--- config.mk ---
export PLATFORM = sky130hd
export DESIGN_NAME = uart_tx
export DESIGN_NICKNAME = d
export VERILOG_FILES = /design/src/rtl/uart_tx.sv
export SDC_FILE = /design/constraint.sdc
export NUM_CORES = 1
export LEC_CHECK = 0
export CORE_ASPECT_RATIO = 0.7
export CORE_MARGIN = 2
export CORE_UTILIZATION = 38
export CTS_CLUSTER_DIAMETER = 80
export DETAILED_ROUTE_END_ITERATION = 12
export PLACE_DENSITY_LB_ADDON = 0.2
export REMOVE_ABC_BUFFERS = 1
export SLEW_MARGIN = 25
export SYNTH_ARGS = -nofsm -noshare
export SYNTH_HDL_FRONTEND = slang
export SYNTH_SLANG_ARGS = --single-unit
--- constraint.sdc ---
create_clock -name clk -period 4.41 [get_ports clk]
set_clock_uncertainty 0.1 [all_clocks]
set_input_delay 0.6615 -clock clk [delete_from_list [all_inputs] [get_ports clk]]
set_output_delay 0.6615 -clock clk [all_outputs]
set_load 0.01 [all_outputs]
--- src/rtl/uart_tx.sv ---
// uart_tx: baud-tick driven UART transmitter (start, LSB-first data, optional parity, stop bits).
// Define UART_TX_PARITY_EN to insert a parity bit after the data; PARITY_ODD selects its sense.
module uart_tx #(
  parameter int DATA_BITS  = 8,
  parameter int STOP_BITS  = 1,
  parameter bit PARITY_ODD = 1'b0
) (
  input  logic       clk,
  input  logic       rst,
  input  logic       tx_send,
  input  logic [7:0] data_in,
  input  logic       baud_en_tx,
  output logic       tx_data_out,
  output logic       tx_active,
  output logic       tx_done
);
  typedef enum logic [2:0] {
    IDLE, SYNC, START, DATA,
`ifdef UART_TX_PARITY_EN
    PARITY,
`endif
    STOP
  } state_t;
  state_t     state_q;
  logic [7:0] sh_q;
  logic [3:0] cnt_q;
  logic [1:0] stop_q;
  logic       tx_q, active_q, done_q;
`ifdef UART_TX_PARITY_EN
  logic       par_q;
`else
  logic       unused_par;
  assign unused_par = PARITY_ODD;
`endif
  assign tx_data_out = tx_q;
  assign tx_active   = active_q;
  assign tx_done     = done_q;
  always_ff @(posedge clk) begin
    if (rst) begin
      state_q  <= IDLE;
      sh_q     <= '0;
      cnt_q    <= '0;
      stop_q   <= '0;
      tx_q     <= 1'b1;
      active_q <= 1'b0;
      done_q   <= 1'b0;
`ifdef UART_TX_PARITY_EN
      par_q    <= 1'b0;
`endif
    end else begin
      done_q <= 1'b0;
      case (state_q)
        // a request landing on the tx_done cycle is still treated as busy
        IDLE: if (tx_send && !done_q) begin
          sh_q     <= data_in;
          active_q <= 1'b1;
          state_q  <= SYNC;
`ifdef UART_TX_PARITY_EN
          par_q    <= (^data_in[DATA_BITS-1:0]) ^ PARITY_ODD;
`endif
        end
        SYNC: if (baud_en_tx) begin
          tx_q    <= 1'b0;
          state_q <= START;
        end
        START: if (baud_en_tx) begin
          tx_q    <= sh_q[0];
          sh_q    <= sh_q >> 1;
          cnt_q   <= 4'd1;
          state_q <= DATA;
        end
        DATA: if (baud_en_tx) begin
          if (cnt_q == 4'(DATA_BITS)) begin
`ifdef UART_TX_PARITY_EN
            tx_q    <= par_q;
            state_q <= PARITY;
`else
            tx_q    <= 1'b1;
            stop_q  <= 2'(STOP_BITS - 1);
            state_q <= STOP;
`endif
          end else begin
            tx_q  <= sh_q[0];
            sh_q  <= sh_q >> 1;
            cnt_q <= cnt_q + 4'd1;
          end
        end
`ifdef UART_TX_PARITY_EN
        PARITY: if (baud_en_tx) begin
          tx_q    <= 1'b1;
          stop_q  <= 2'(STOP_BITS - 1);
          state_q <= STOP;
        end
`endif
        STOP: if (baud_en_tx) begin
          if (stop_q == 2'd0) begin
            state_q  <= IDLE;
            active_q <= 1'b0;
            done_q   <= 1'b1;
            cnt_q    <= '0;
          end else begin
            stop_q <= stop_q - 2'd1;
          end
        end
        default: state_q <= IDLE;
      endcase
    end
  end
endmodule

==> results.toml <==
[run_status]
outcome = "completed"

[layout]
multi_input_area_um2 = 649
fillerInstances = 290
final_design_area_no_fill_mm2 = 0.00131
drive_above_1_share_pct = 8.33
diodes = 0
area_growth_pct = 16.9
seq_area_um2 = 400
nNetsFinal = 161

[floorplan]
io_pins = 15
fp.dieH_um = 49.4
die_w_um = 68.8
core_mm2 = 0.00280
rows = 16
initial_core_util_pct = 39.9
dieArea_mm2 = 0.00340

[clock_tree]
hold_buffers = 0
cts_buffers = 3
cts_repair_resize_count = 0
cts_tree = "built"
clk_pin_slew_ns = 0.07
postCtsSetupBuffers = 0
cts.sinks = 20
cts-root-buf = "clkbuf_8"
cts_max_path_buffers = 2
cts_max_level = 1
worst_skew_pair.late_latency_ns = 0.26

[synthesis]
ys_types = 34
syn_avg_cell_area_um2 = 8.22
synth_seq_cells = 20
synth_top_family_by_area = "simple AND/OR/NAND/NOR gates"
synth_compound_area_share_pct = 24.3
synthAdderAreaFrac_pct = 3.36
synth_xor_xnor_area_share_pct = 0.784
yosysSeqAreaShare_pct = 35.8
netlist_area_mm2 = 0.00112
synth.mux.area_fraction_pct = 2.02
async_flop_share_pct = 0
synth_edf_count = 0
synth_cells = 136
yosys.area_share.simple_pct = 27.7
synth-main-ff-cell = "dfxtp_1"
yosys_warnings = 0

[drt]
ant_nets = 0
wirelength_mm = 2.38
route.detailed.drc = 0
viasPerCell = 5.34
wl_per_cell_um = 13.2
vias = 961
firstDrtPassIters = 4
drt-initial-drc-count = 41

[sta]
slew_headroom_pct = 51.5
rsz0062_at_grt = "no"
hold_viol_final = 0
setup_tns_ns = 0
finalSetupViolations = 0
min_period_ns = 2.56
clock.fmax_mhz = 391
slew_violations = 0
tightest_slew_ns = 0.725
post-route-period-util_pct = 58.0
whs_ns = 0.375

[placement]
dp_hpwl_mm = 1.82
io_buffers = 14
dpl_cell_area_mm2 = 0.00126
place_congestion = 0.762

[setup_path]
cp_data_required_time_ns = 4.49
critPathKind = "primary input to flip-flop"
worstPathArrival_ns = 2.63
crit_path_end_kind = "flip-flop"
regToRegSetupSlack_ns = 2.11
crit_path_max_fanout = 15
start_kind = "primary input"

[global_route]
grt_max_degree = 16
grt_usage_pct = 16.0
grt_pass1_vias = 850
antenna_found_initial = 0
grt_remaining_overflow = 0
grt_pass1_wl_mm = 4.08

[power]
power_density_mw_per_mm2 = 463
leakagePower_uw = 0.000457
peakVddDrop_mv = 0.315

[min_path]
hold_path_class = "flip-flop to flip-flop"

[job]
max_cap_viol_count = 0
## area by class of cell
type | instances | share of cell area (%)
Clock buffer | 3 | 3.16
Multi-Input combinational cell | 100 | 49.7
Timing Repair Buffer | 15 | 11.3
Tap cell | 36 | 3.45
Inverter | 6 | 1.72
Sequential cell | 20 | 30.7
## registers in the layout (all words and copies together) (netlist names)
register     cells
state_q          3
tx_data_out      1
tx_active        1
cnt_q            4
stop_q           2
sh_q             8
tx_done          1
## worst max-delay path: stages
cell             delay [ns]
clkdlybuf4s50_1        0.49
or4b_4                 0.48
a221oi_4               0.63
nor2_1                 0.12
a311oi_2               0.24
## cells in the mapped netlist (3+ instances only)
library cell / instances / area (µm²)
a31oi_1: 3 / 18.8
nor3_1: 3 / 15.0
nor2_1: 13 / 48.8
a21oi_1: 9 / 45.0
nand2_1: 21 / 78.8
a311oi_2: 3 / 45.0
ha_1: 3 / 37.5
o21ai_0: 6 / 30.0
nand2b_1: 6 / 37.5
dfxtp_1: 20 / 400
clkbuf_1: 7 / 26.3
inv_1: 6 / 22.5
a311oi_1: 7 / 61.3
nor2b_1: 4 / 25.0
## cells by family (layout without fill, tap and decap cells)
| group | Yosys count | count (layout) |
|---|---|---|
| AND/OR/NAND/NOR | 60 | 60 |
| AO/OA/AOI/OAI | 34 | 34 |
| flip-flops | 20 | 20 |
| buffers and inverters | 16 | 24 |
| adder cells (fa/ha/maj) | 3 | 3 |
| multiplexers | 2 | 2 |
| XOR/XNOR | 1 | 1 |
## layout by cell type, fill, tap and decap left out
cell type / count
and2_1: 1
nor4_1: 1
inv_1: 6
dfxtp_1: 20
o31ai_1: 1
and3_1: 1
a31oi_1: 3
nor3_1: 3
a311oi_2: 3
clkdlybuf4s50_1: 14
or4b_4: 1
nand2b_1: 6
nand3b_1: 2
a221oi_4: 1
o211ai_1: 1
mux2_2: 2
a311oi_1: 7
and3b_1: 2
a32o_1: 2
o21ba_2: 1
nand3_1: 1
ha_1: 3
nand2_1: 21
clkbuf_8: 3
nand4b_1: 1
nor2_1: 13
nor2b_1: 4
nand4bb_1: 1
o21ai_0: 6
a21oi_1: 9
or3_1: 1
nor3b_1: 1
xnor2_1: 1
buf_4: 1
## per-stage QoR
step	total power [µW]	setup WS, ns	utilization, %	std cells
floorplan	425	2.24	-	126
CTS	612	1.84	46.6	180
global placement	483	1.66	45.1	177
global route	651	1.74	46.6	180
detailed placement	490	1.57	45.1	177
finish	605	1.85	46.6	180
## per-layer routing
metal  track usage, %  vias up  share of wire, %
li1                 -      503                 -
met1             24.4      448                53
met2             22.0        8                43
met3             5.77        2               3.7
met4             1.96        0              0.17
met5                0        -                 0
## final timing paths
| kind | from | endpoint | cells after the start |
|---|---|---|---|
| worst max register to register | state_q[2] | state_q[1] | 4 |
| worst max-delay path | tx_send | sh_q[2] | 5 |
| worst min register to register | sh_q[5] | sh_q[4] | 2 |
| worst min-delay path | sh_q[5] | sh_q[4] | 2 |
## power by group
part	total (µW)	switching [µW]	internal, µW
Clock	119	58.2	60.8
Combinational	225	114	111
Sequential	260	42.3	218
(Power assumes the default switching activity.)
